`src/rtl/md_execute_stage.sv`:
```
// Iterative signed multiply/divide execute unit: one radix-2 step per cycle,
// stalling the pipeline until the result is ready.
module md_execute_stage (
    input  logic        clock,
    input  logic        clr,
    input  logic        start_mult,
    input  logic        start_div,
    input  logic [31:0] operand_a,
    input  logic [31:0] operand_b,
    input  logic [11:0] tag_in,
    output logic        stall,
    output logic        busy,
    output logic [31:0] result,
    output logic        exception,
    output logic        result_rdy,
    output logic [11:0] tag_out
);

    typedef enum logic [1:0] {
        IDLE = 2'd0,
        MULT = 2'd1,
        DIV  = 2'd2,
        DONE = 2'd3
    } state_t;

    state_t      r_state;
    state_t      w_next;

    logic [4:0]  r_cnt;
    logic        r_fin;
    logic [31:0] r_hi;
    logic [31:0] r_lo;
    logic [31:0] r_b;
    logic        r_negA;
    logic        r_negB;
    logic [11:0] r_tag;

    logic        w_startOne;
    logic [31:0] w_absA;
    logic [31:0] w_absB;
    logic [32:0] w_mulSum;
    logic [32:0] w_divPart;
    logic [31:0] w_divSub;
    logic        w_divFits;
    logic        w_neg;
    logic [63:0] w_prodMag;
    logic [63:0] w_prodSigned;
    logic        w_mulOvf;
    logic [31:0] w_quoSigned;
    logic [31:0] w_divRes;
    logic        w_divExc;

    assign w_startOne = start_mult ^ start_div;

    // Magnitudes are taken at the start edge; 0x80000000 maps to 2^31 unsigned.
    assign w_absA = operand_a[31] ? (32'd0 - operand_a) : operand_a;
    assign w_absB = operand_b[31] ? (32'd0 - operand_b) : operand_b;

    // Multiply: {r_hi, r_lo} is the product register, r_lo starts as the multiplier.
    assign w_mulSum = {1'b0, r_hi} + {1'b0, (r_lo[0] ? r_b : 32'd0)};

    // Divide: r_hi is the partial remainder, r_lo shifts dividend out and quotient in.
    assign w_divPart = {r_hi, r_lo[31]};
    assign w_divFits = (w_divPart >= {1'b0, r_b});
    assign w_divSub  = w_divPart[31:0] - r_b;

    assign w_neg        = r_negA ^ r_negB;
    assign w_prodMag    = {r_hi, r_lo};
    assign w_prodSigned = w_neg ? (64'd0 - w_prodMag) : w_prodMag;
    assign w_mulOvf     = (w_prodSigned[63:32] != {32{w_prodSigned[31]}});

    // Only a positive 2^31 quotient (MIN / -1) cannot be represented.
    assign w_quoSigned = w_neg ? (32'd0 - r_lo) : r_lo;
    assign w_divRes    = (r_b == 32'd0) ? 32'd0 : w_quoSigned;
    assign w_divExc    = (r_b == 32'd0) || (!w_neg && r_lo[31]);

    always_ff @(posedge clock or posedge clr) begin
        if (clr) begin
            r_state <= IDLE;
        end else begin
            r_state <= w_next;
        end
    end

    always_comb begin
        w_next = r_state;
        unique case (r_state)
            IDLE: begin
                if (start_mult && !start_div) begin
                    w_next = MULT;
                end else if (start_div && !start_mult) begin
                    w_next = DIV;
                end
            end
            MULT, DIV: begin
                if (r_fin) begin
                    w_next = DONE;
                end
            end
            DONE: begin
                w_next = IDLE;
            end
            default: begin
                w_next = IDLE;
            end
        endcase
    end

    // After the 32nd step r_fin is set; the following cycle applies signs and publishes.
    always_ff @(posedge clock or posedge clr) begin
        if (clr) begin
            r_cnt     <= 5'd0;
            r_fin     <= 1'b0;
            r_hi      <= 32'd0;
            r_lo      <= 32'd0;
            r_b       <= 32'd0;
            r_negA    <= 1'b0;
            r_negB    <= 1'b0;
            r_tag     <= 12'd0;
            result    <= 32'd0;
            exception <= 1'b0;
            tag_out   <= 12'd0;
        end else begin
            unique case (r_state)
                IDLE: begin
                    if (w_startOne) begin
                        r_cnt  <= 5'd0;
                        r_fin  <= 1'b0;
                        r_hi   <= 32'd0;
                        r_lo   <= w_absA;
                        r_b    <= w_absB;
                        r_negA <= operand_a[31];
                        r_negB <= operand_b[31];
                        r_tag  <= tag_in;
                    end
                end
                MULT: begin
                    if (!r_fin) begin
                        r_hi  <= w_mulSum[32:1];
                        r_lo  <= {w_mulSum[0], r_lo[31:1]};
                        r_cnt <= r_cnt + 5'd1;
                        r_fin <= (r_cnt == 5'd31);
                    end else begin
                        result    <= w_prodSigned[31:0];
                        exception <= w_mulOvf;
                        tag_out   <= r_tag;
                    end
                end
                DIV: begin
                    if (!r_fin) begin
                        if (w_divFits) begin
                            r_hi <= w_divSub;
                            r_lo <= {r_lo[30:0], 1'b1};
                        end else begin
                            r_hi <= w_divPart[31:0];
                            r_lo <= {r_lo[30:0], 1'b0};
                        end
                        r_cnt <= r_cnt + 5'd1;
                        r_fin <= (r_cnt == 5'd31);
                    end else begin
                        result    <= w_divRes;
                        exception <= w_divExc;
                        tag_out   <= r_tag;
                    end
                end
                default: begin
                end
            endcase
        end
    end

    assign stall      = ((r_state == IDLE) && w_startOne) || (r_state == MULT) || (r_state == DIV);
    assign busy       = (r_state != IDLE);
    assign result_rdy = (r_state == DONE);

endmodule

```
`config.mk`:
```
export PLATFORM = sky130hd
export DESIGN_NAME = md_execute_stage
export DESIGN_NICKNAME = d
export VERILOG_FILES = /design/src/rtl/md_execute_stage.sv
export SDC_FILE = /design/constraint.sdc
export NUM_CORES = 1
export LEC_CHECK = 0
export CAP_MARGIN = 15
export CORE_MARGIN = 2
export CORE_UTILIZATION = 51
export DETAILED_ROUTE_END_ITERATION = 10
export HOLD_SLACK_MARGIN = 0.08
export PLACE_DENSITY = 0.75
export SETUP_SLACK_MARGIN = 0.3
export SYNTH_ARGS = -nofsm -noshare
export SYNTH_HDL_FRONTEND = slang
export SYNTH_SLANG_ARGS = --single-unit
```
`constraint.sdc`:
```
create_clock -name clock -period 6.1 [get_ports clock]
set_input_delay 1.525 -clock clock [delete_from_list [all_inputs] [get_ports clock]]
set_output_delay 1.525 -clock clock [all_outputs]
set_load 0.01 [all_outputs]
```
* Word-level counts from Yosys, hierarchy flattened *
Index checks and enable logic that the tools add are counted.

cells by class
  add/subtract/negate cells = 7
  magnitude comparators = 1
  equal/unequal tests = 13
  multiplexer cells = 32
  bitwise operators = 2
  reductions and logical operators = 24

operator list
  cell                   count
  $mux 32                14
  $pmux 32 s3            2
  $sub 1x32->32 const A  3
  $mux 64                1
  $pmux 32 s2            1
  $sub 1x64->64 const A  1
  $add 32x32->33         1
  $ge 33x32->1           1
  $logic_not 32->1       1
  $ne 32x32->1           1
  $sub 32x32->32         1
  $ne 2x2->1 const B     6
  $mux 5                 2
  $pmux 5 s2             1
  $reduce_and 2->1       4
  $mux 2                 3
  $pmux 2 s3             1
  $reduce_and 3->1       2
  $reduce_bool 2->1      3
  $add 5x1->5 const B    1
  $eq 5x5->1 const B     1
  $mux 1                 5
  $eq 2x2->1 const B     2
  $logic_and 1x1->1      4
  other kinds (11)       17

word-level totals
  register bits after elaboration = 163
  bits of input ports = 80
  word-level logic and storage cells = 91

* Longest topological paths before layout *
Gate-level depths: netlist (run 1).

  word-level depth = 6
  gate-level depth with buffers = 15
  mapped depth without buffers = 14

* Worst setup path before layout (run 1) *
No wires, ideal clock.

  path type = input to register
  from = input operand_b[16]
  to = register r_b[29]
  library setup time = 134 ps
  arrival = 4319 ps
  slack = 1647 ps
  stages on the path = 9
  buffers on the path = 0
  cells stage by stage = or4_1 > or4_1 > or2_2 > or4_1 > or3_1 > or3_1 > o31ai_1 > xor2_1 > o21ai_1

on the way
  longest elaborated chain between the ends = 2

RTL lines
  item                    line  source
  start: declaration      9     input logic [31:0] operand_b,
  $sub 1x32->32           57    assign w_absB = operand_b[31] ? (32'd0 - operand_b) : operand_b;
  $mux 32                 57
  end signal: assignment  131   r_b <= w_absB;
  end: declaration        33    logic [31:0] r_b;

No other way between the ends.
A chain may end at the register's enable or synchronous reset.

* Worst setup path after layout (run 1) *
  from = input operand_a[13]
  to = register r_lo[29]

on the way
  longest elaborated chain between the ends = 4

RTL lines
  item                    line  source
  start: declaration      8     input logic [31:0] operand_a,
  $sub 1x32->32           56    assign w_absA = operand_a[31] ? (32'd0 - operand_a) : operand_a;
  $mux 32                 56
  $mux 32                 126   if (w_startOne) begin
  $pmux 32 s3             124   unique case (r_state)
  end signal: assignment  130   r_lo <= w_absA;
  end signal: assignment  140   r_lo <= {w_mulSum[0], r_lo[31:1]};
  end signal: assignment  153   r_lo <= {r_lo[30:0], 1'b1};
  end: declaration        32    logic [31:0] r_lo;

No other way between the ends. The select of a mux whose other input is x is not followed.

==> flow_metrics.tcl, run 1 <==
set metrics [dict create \
    die-area_mm2 0.0285 \
    synth.most_common_cell "nand2_1" \
    synthCells 1753 \
    clock-skew-final_ns 0.0137 \
    diodes 0 \
    cp_num_buf_inv 1 \
    rsz0062_at_grt "false" \
    met2_length_um 18400 \
    area_growth_pct 14.4 \
    avgRoutedWirePerCell_um 18.1 \
    yosysSeqAreaShare_pct 29.4 \
    routed_wirelength_um 39100 \
    hold_violations 0 \
    drc 0 \
    maxUsedRoutingLayer "met4" \
    finalSetupTns_ns 0 \
    postCtsSetupRepairBufs 0 \
    p_leak_nw 6.72 \
    clock-root-buffer "clkbuf_16" \
    grt.overflow.total 0 \
    endpoint_kind "register" \
    die_w_um 169 \
    synth_compound_area_share_pct 24.5 \
    wl_met1_um 17000 \
    cpMaxStageDelayCell "or4_1" \
    yosysWarnings 0 \
    hold_ws_ns 0.479 \
    io_buffers 127 \
    track_usage_pct 27.5 \
    synth_fp_nets 1910 \
    ff2ff_setup_slack_ns 1.73 \
    startpoint "operand_a[13]" \
    grt_pass1_wl_um 64200 \
    max_freq_mhz 209 \
    worstRegToRegCells 10 \
    cp.arrival_ns 5.13 \
    critPathKind "input port to register" \
    numCtsBuffers 17 \
    path_depth 10 \
    crit_chain "clkdlybuf4s50_1 > or4_1 > or4_1 > or4_1 > or3_1 > or4_1 > o31ai_1 > xnor2_1 > o21ai_0 > o21ai_0" \
    yosys.area_share.simple_pct 19.8 \
    power_density_mw_per_mm2 567 \
    yosys_most_used_dff "dfrtp_1" \
    wl_met3_um 2890 \
    muxShareOfSynthArea_pct 3.36 \
    initial_core_util_pct 51.8 \
    status "completed" \
    synth_area_leaders "dfrtp_1 29%, o21ai_0 7.2%, xnor2_1 7.0%" \
    clockBufferDepth 2 \
    via_per_inst 6.17 \
    yosysTopAreaCell "dfrtp_1" \
    synthTopCellsByCount "241 x nand2_1, 199 x o21ai_0, 163 x dfrtp_1" \
    gp_congestion 0.958 \
    cts.repair.resized 0 \
    setup_violations 0 \
    crit_path_max_incr_delay_ns 0.59 \
    cts_tree "done" \
    syn_avg_cell_area_um2 7.91 \
    relSlewSlack_pct 28.7 \
    core.rowCount 60 \
    hold_depth 2 \
    ir_worst_vdd_mv 0.346 \
    dr_total_vias 13300 \
    critPathTopFamily "simple AND/OR/NAND/NOR gates" \
    antenna_left 0 \
    hold_class "register to register" \
    grt_pass1_vias 12600 \
    min-delay-start "result[2]$_DFFE_PP0P_" \
    syn_area_mm2 0.0139 \
    synth_top_area_share_pct 29.4 \
    clock-sinks 163 \
    core_mm2 0.0268 \
    die_h_um 169 \
    ys_types 75 \
    r2r_end "exception$_DFFE_PP0P_" \
    drive_above_1_share_pct 5.84 \
    clkTransAtPathRegs_ns 0.08 \
    place_ws_ns 0.902 \
    dr.pass1.iters 5 \
    tightestPinTransition_ns 1.07 \
    r2r_start "r_lo[3]$_DFFE_PP0P_" \
    cp-start-kind "input port" \
    synth_xor_xnor_area_share_pct 10.8 \
    synth_top_family_by_area "compound AO/OA/AOI/OAI gates" \
    crit_path_frequent_cell "or4_1" \
    fin_crit_sh_pct 78.3 \
    ys_ff_latch 163 \
    grt_max_degree 164 \
    critPathRequiredTime_ns 6.45 \
    nets 1958 \
    clk_latency_ns 0.45 \
    htree_levels 4 \
    fin_util_pct 59.2 \
    ios 128 \
    hpwl_um 28800 \
    async_flop_share_pct 100 \
    cp_max_fo 4 \
    crit_end "r_lo[29]$_DFFE_PP0P_" \
    holdBufCountCts 0 \
    layout_min_cycle_time_ns 4.77 \
    antenna_found_initial 0 \
    dr.first_iter.drc_count 1137 \
    drv_slew 0 \
    synth-edff-count 0 \
    finalWorstSetupSlack_ns 1.33 \
    synth_fa_ha_area_share_pct 7.05 \
    max_cap_viol_count 0 \
]
## area by class of cell
| cell class | count | area, um2 |
|---|---|---|
| fill | 2374 | 10900 |
| multi-input combinational | 1411 | 9130 |
| sequential | 163 | 4080 |
| timing repair buffer | 142 | 1400 |
| tap | 341 | 427 |
| clock buffer | 17 | 425 |
| inverter | 66 | 251 |
| clock inverter | 15 | 163 |
## worst register-to-register path, delay by kind of cell, from the launching register on
kind | cells | cell delay (ns)
AND/OR/NAND/NOR | 6 | 3.28
flip-flops | 1 | 0.46
multiplexers | 1 | 0.24
AO/OA/AOI/OAI | 3 | 0.27
## layout by cell type, fill, tap and decap left out, types with 21 or more instances in the layout
master / netlist / layout
nand3_1: 27 / 26
mux2_2: 29 / 29
a22oi_1: 32 / 32
o31ai_1: 26 / 26
xor2_1: 58 / 57
xnor2_1: 111 / 110
ha_1: 75 / 74
nand2_1: 241 / 241
nor3_1: 28 / 28
a21o_1: 27 / 27
nor4_1: 21 / 21
clkdlybuf4s50_1: 0 / 127
o21ai_0: 199 / 199
dfrtp_1: 163 / 163
inv_1: 66 / 65
a21oi_1: 109 / 109
nor2_1: 142 / 142
## worst min-delay path by stage
stage                     slack, ns               endpoint
after floorplan                0.44   r_cnt[3]$_DFFE_PP0P_
after global placement         0.46  result[0]$_DFFE_PP0P_
after detailed placement       0.47  result[2]$_DFFE_PP0P_
after CTS                      0.49  result[2]$_DFFE_PP0P_
after global routing           0.50  result[2]$_DFFE_PP0P_
final                          0.48  result[2]$_DFFE_PP0P_
## power by group
part           leakage, nW  total (mW)  switching [mW]  internal, mW
registers             2.14        2.04           0.618          1.43
logic                 4.30        5.86            3.54          2.32
clock network        0.284        1.10           0.550         0.551
## cell families after synthesis
logic type / after synthesis
flops: 163
buf+inv: 179
simple gates: 584
compound gates: 537
xor+xnor: 170
mux: 43
fa+ha+maj: 77
## per-layer routing
metal	vias to the layer above	global-route usage (%)
met2	517	46.2
met5	-	0
met3	65	4.23
met4	0	7.87
li1	6399	-
met1	6312	36.9
## through the flow
stage / cell area (um2) / total power, mW / instances
floorplan: 13900 / 6.38 / 1753
global placement: 15300 / 7.65 / 2123
detailed placement: 15300 / 7.79 / 2123
CTS: 15900 / 8.92 / 2155
global route: 15900 / 9.75 / 2155
finish: 15900 / 9.00 / 2155
## registers in the layout, summed over array words and instances (netlist names), 2 cells and up
name / flops
r_b: 32
r_hi: 32
r_lo: 32
result: 32
r_tag: 12
tag_out: 12
r_cnt: 5
r_state: 2
(Power assumes the default switching activity.)
==> inputs of run 2 (changes only) <==
--- a/config.mk
+++ b/config.mk
@@ -10,7 +10,7 @@
 export CORE_UTILIZATION = 51
 export DETAILED_ROUTE_END_ITERATION = 10
 export HOLD_SLACK_MARGIN = 0.08
-export PLACE_DENSITY = 0.75
+export PLACE_DENSITY = 0.72
 export SETUP_SLACK_MARGIN = 0.3
 export SYNTH_ARGS = -nofsm -noshare
 export SYNTH_HDL_FRONTEND = slang
==> constraint.sdc (replaced) <==
create_clock -name clock -period 4.75 [get_ports clock]
set_input_delay 1.1875 -clock clock [delete_from_list [all_inputs] [get_ports clock]]
set_output_delay 1.1875 -clock clock [all_outputs]
set_load 0.01 [all_outputs]
==> run 2 against run 1 <==
Effect of this change: clock-buffer cell count increased by 1; global-route usage rose by 0.67 points; first-iteration DRC count is 1.3% lower; worst hold slack worse by 0.0020 ns; utilization rose by 1.2 points; critical path type unchanged; critical endpoint unchanged.
==> flow_metrics.tcl, run 2 (synthesis gave the netlist of run 1 again) <==
set metrics [dict create \
    power_density_mw_per_mm2 725 \
    relSlewSlack_pct 38.6 \
    layout_commonest_cell "nand2_1" \
    core.rowCount 60 \
    drive_above_1_share_pct 7.78 \
    clkTransAtPathRegs_ns 0.07 \
    cpMaxStageDelayCell "or4_1" \
    antenna_found_initial 0 \
    critPathRequiredTime_ns 5.10 \
    avgRoutedWirePerCell_um 18.1 \
    clock-root-buffer "clkbuf_16" \
    place_ws_ns 0.0736 \
    layout_common_cells "241 x nand2_1, 199 x o21ai_0, 163 x dfrtp_1, 142 x nor2_1, 127 x clkdlybuf4s50_1" \
    initial_core_util_pct 51.8 \
    instances_no_fill 2193 \
    crit_chain "clkdlybuf4s50_1 > or4_1 > or4_1 > or4_1 > or3_1 > or4_1 > o31ai_1 > xnor2_1 > o21ai_0 > o21ai_0" \
    holdPathEnd "result[3]$_DFFE_PP0P_" \
    p_leak_nw 6.93 \
    final_cell_area_mm2 0.0162 \
    cts_tree "done" \
    hold_class "register to register" \
    core_mm2 0.0268 \
    max_freq_mhz 236 \
    endpoint_kind "register" \
    gp_congestion 0.938 \
    fillers 2419 \
    die-area_mm2 0.0285 \
    layout_min_cycle_time_ns 4.23 \
    hpwl_um 30300 \
    ir_worst_vdd_mv 0.347 \
    via_per_inst 6.06 \
    rsz0062_at_grt "false" \
    max_cap_viol_count 0 \
    crit_path_max_incr_delay_ns 0.55 \
    numCtsBuffers 17 \
    crit_path_frequent_cell "or4_1" \
    ios 128 \
    setup_violations 0 \
    holdBufCountCts 0 \
    cp-start-kind "input port" \
    status "completed" \
    clock-sinks 163 \
    ff2ff_setup_slack_ns 0.71 \
    fin_crit_sh_pct 89.1 \
    dr.first_iter.drc_count 1122 \
    placed_cell_area_mm2 0.0156 \
    min-delay-start "result[3]$_DFFE_PP0P_" \
    nets 1996 \
    fin_util_pct 60.4 \
    cp_max_fo 3 \
    clk_latency_ns 0.44 \
    critPathKind "input port to register" \
    dr_total_vias 13300 \
    hold_depth 2 \
    grt_max_degree 79 \
    total_power_mw 11.7 \
    hold_violations 0 \
    io_buffers 127 \
    hold_ws_ns 0.477 \
    r2r_start "r_lo[0]$_DFFE_PP0P_" \
    grt_pass1_vias 12400 \
    drv_slew 0 \
    antenna_left 0 \
    drc 0 \
    finalSetupTns_ns 0 \
    postCtsSetupRepairBufs 0 \
    die_h_um 169 \
    cts.repair.resized 0 \
    htree_levels 4 \
    clockBufferDepth 2 \
    cp.arrival_ns 4.59 \
    track_usage_pct 28.2 \
    tightestPinTransition_ns 0.920 \
    finalWorstSetupSlack_ns 0.516 \
    diodes 0 \
    r2r_end "r_hi[30]$_DFFE_PP0P_" \
    dr.pass1.iters 5 \
    grt_pass1_wl_um 65100 \
    die_w_um 169 \
    place_inst 2161 \
    grt.overflow.total 0 \
    area_growth_pct 16.6 \
    routed_wirelength_um 39800 \
    clock-skew-final_ns 0.0169 \
    worstRegToRegCells 14 \
]
[run 2: changes by cell type in the layout (fill, tap and decap cells not counted)]
cell and delta:
buf_12 +1, buf_4 +37, clkbuf_8 +1, clkinv_2 -1, clkinv_4 +2, clkinv_8 -1
clkinvlp_4 -2, inv_6 +1, xnor2_2 -1, xnor2_4 +1
[run 2: routing by layer]
metal  up-vias  global-route usage (%)  share of wire, %
li1       6491                       -                 -
met1      6304                    39.4                46
met2       456                    46.0                46
met3        49                    4.28               6.4
met4         0                    7.05               1.7
met5         -                       0                 0
[run 2: how the worst max path moves through the flow]
stage	startpoint	endpoint	slack [ns]	cells after the start
CTS	operand_a[15]	r_lo[29]$_DFFE_PP0P_	0.52	10
floorplan	operand_b[16]	r_b[29]$_DFFE_PP0P_	0.63	9
global route	operand_a[15]	r_lo[29]$_DFFE_PP0P_	0.37	10
detailed placement	operand_b[16]	r_b[29]$_DFFE_PP0P_	0.07	10
finish	operand_a[15]	r_lo[29]$_DFFE_PP0P_	0.52	10
global placement	operand_b[16]	r_b[29]$_DFFE_PP0P_	0.09	10
[run 2: area by class of cell]
class,instances,area (um2),area share (%)
Clock buffer,18,439,2.71
Clock inverter,14,153,0.943
Inverter,66,251,1.55
Multi-Input combinational cell,1411,9140,56.5
Sequential cell,163,4080,25.2
Tap cell,341,427,2.64
Timing Repair Buffer,180,1690,10.5
[run 2: report_power, final]
| part | switching [mW] | internal [mW] |
|---|---|---|
| registers | 0.710 | 1.83 |
| logic | 4.67 | 3.11 |
| clock network | 0.692 | 0.722 |
[run 2: worst max-delay path, delay by kind of cell]
kind,cells,cell delay [ns]
compound gates,3,0.54
buf+inv,1,0.44
simple gates,5,2.28
xor+xnor,1,0.14
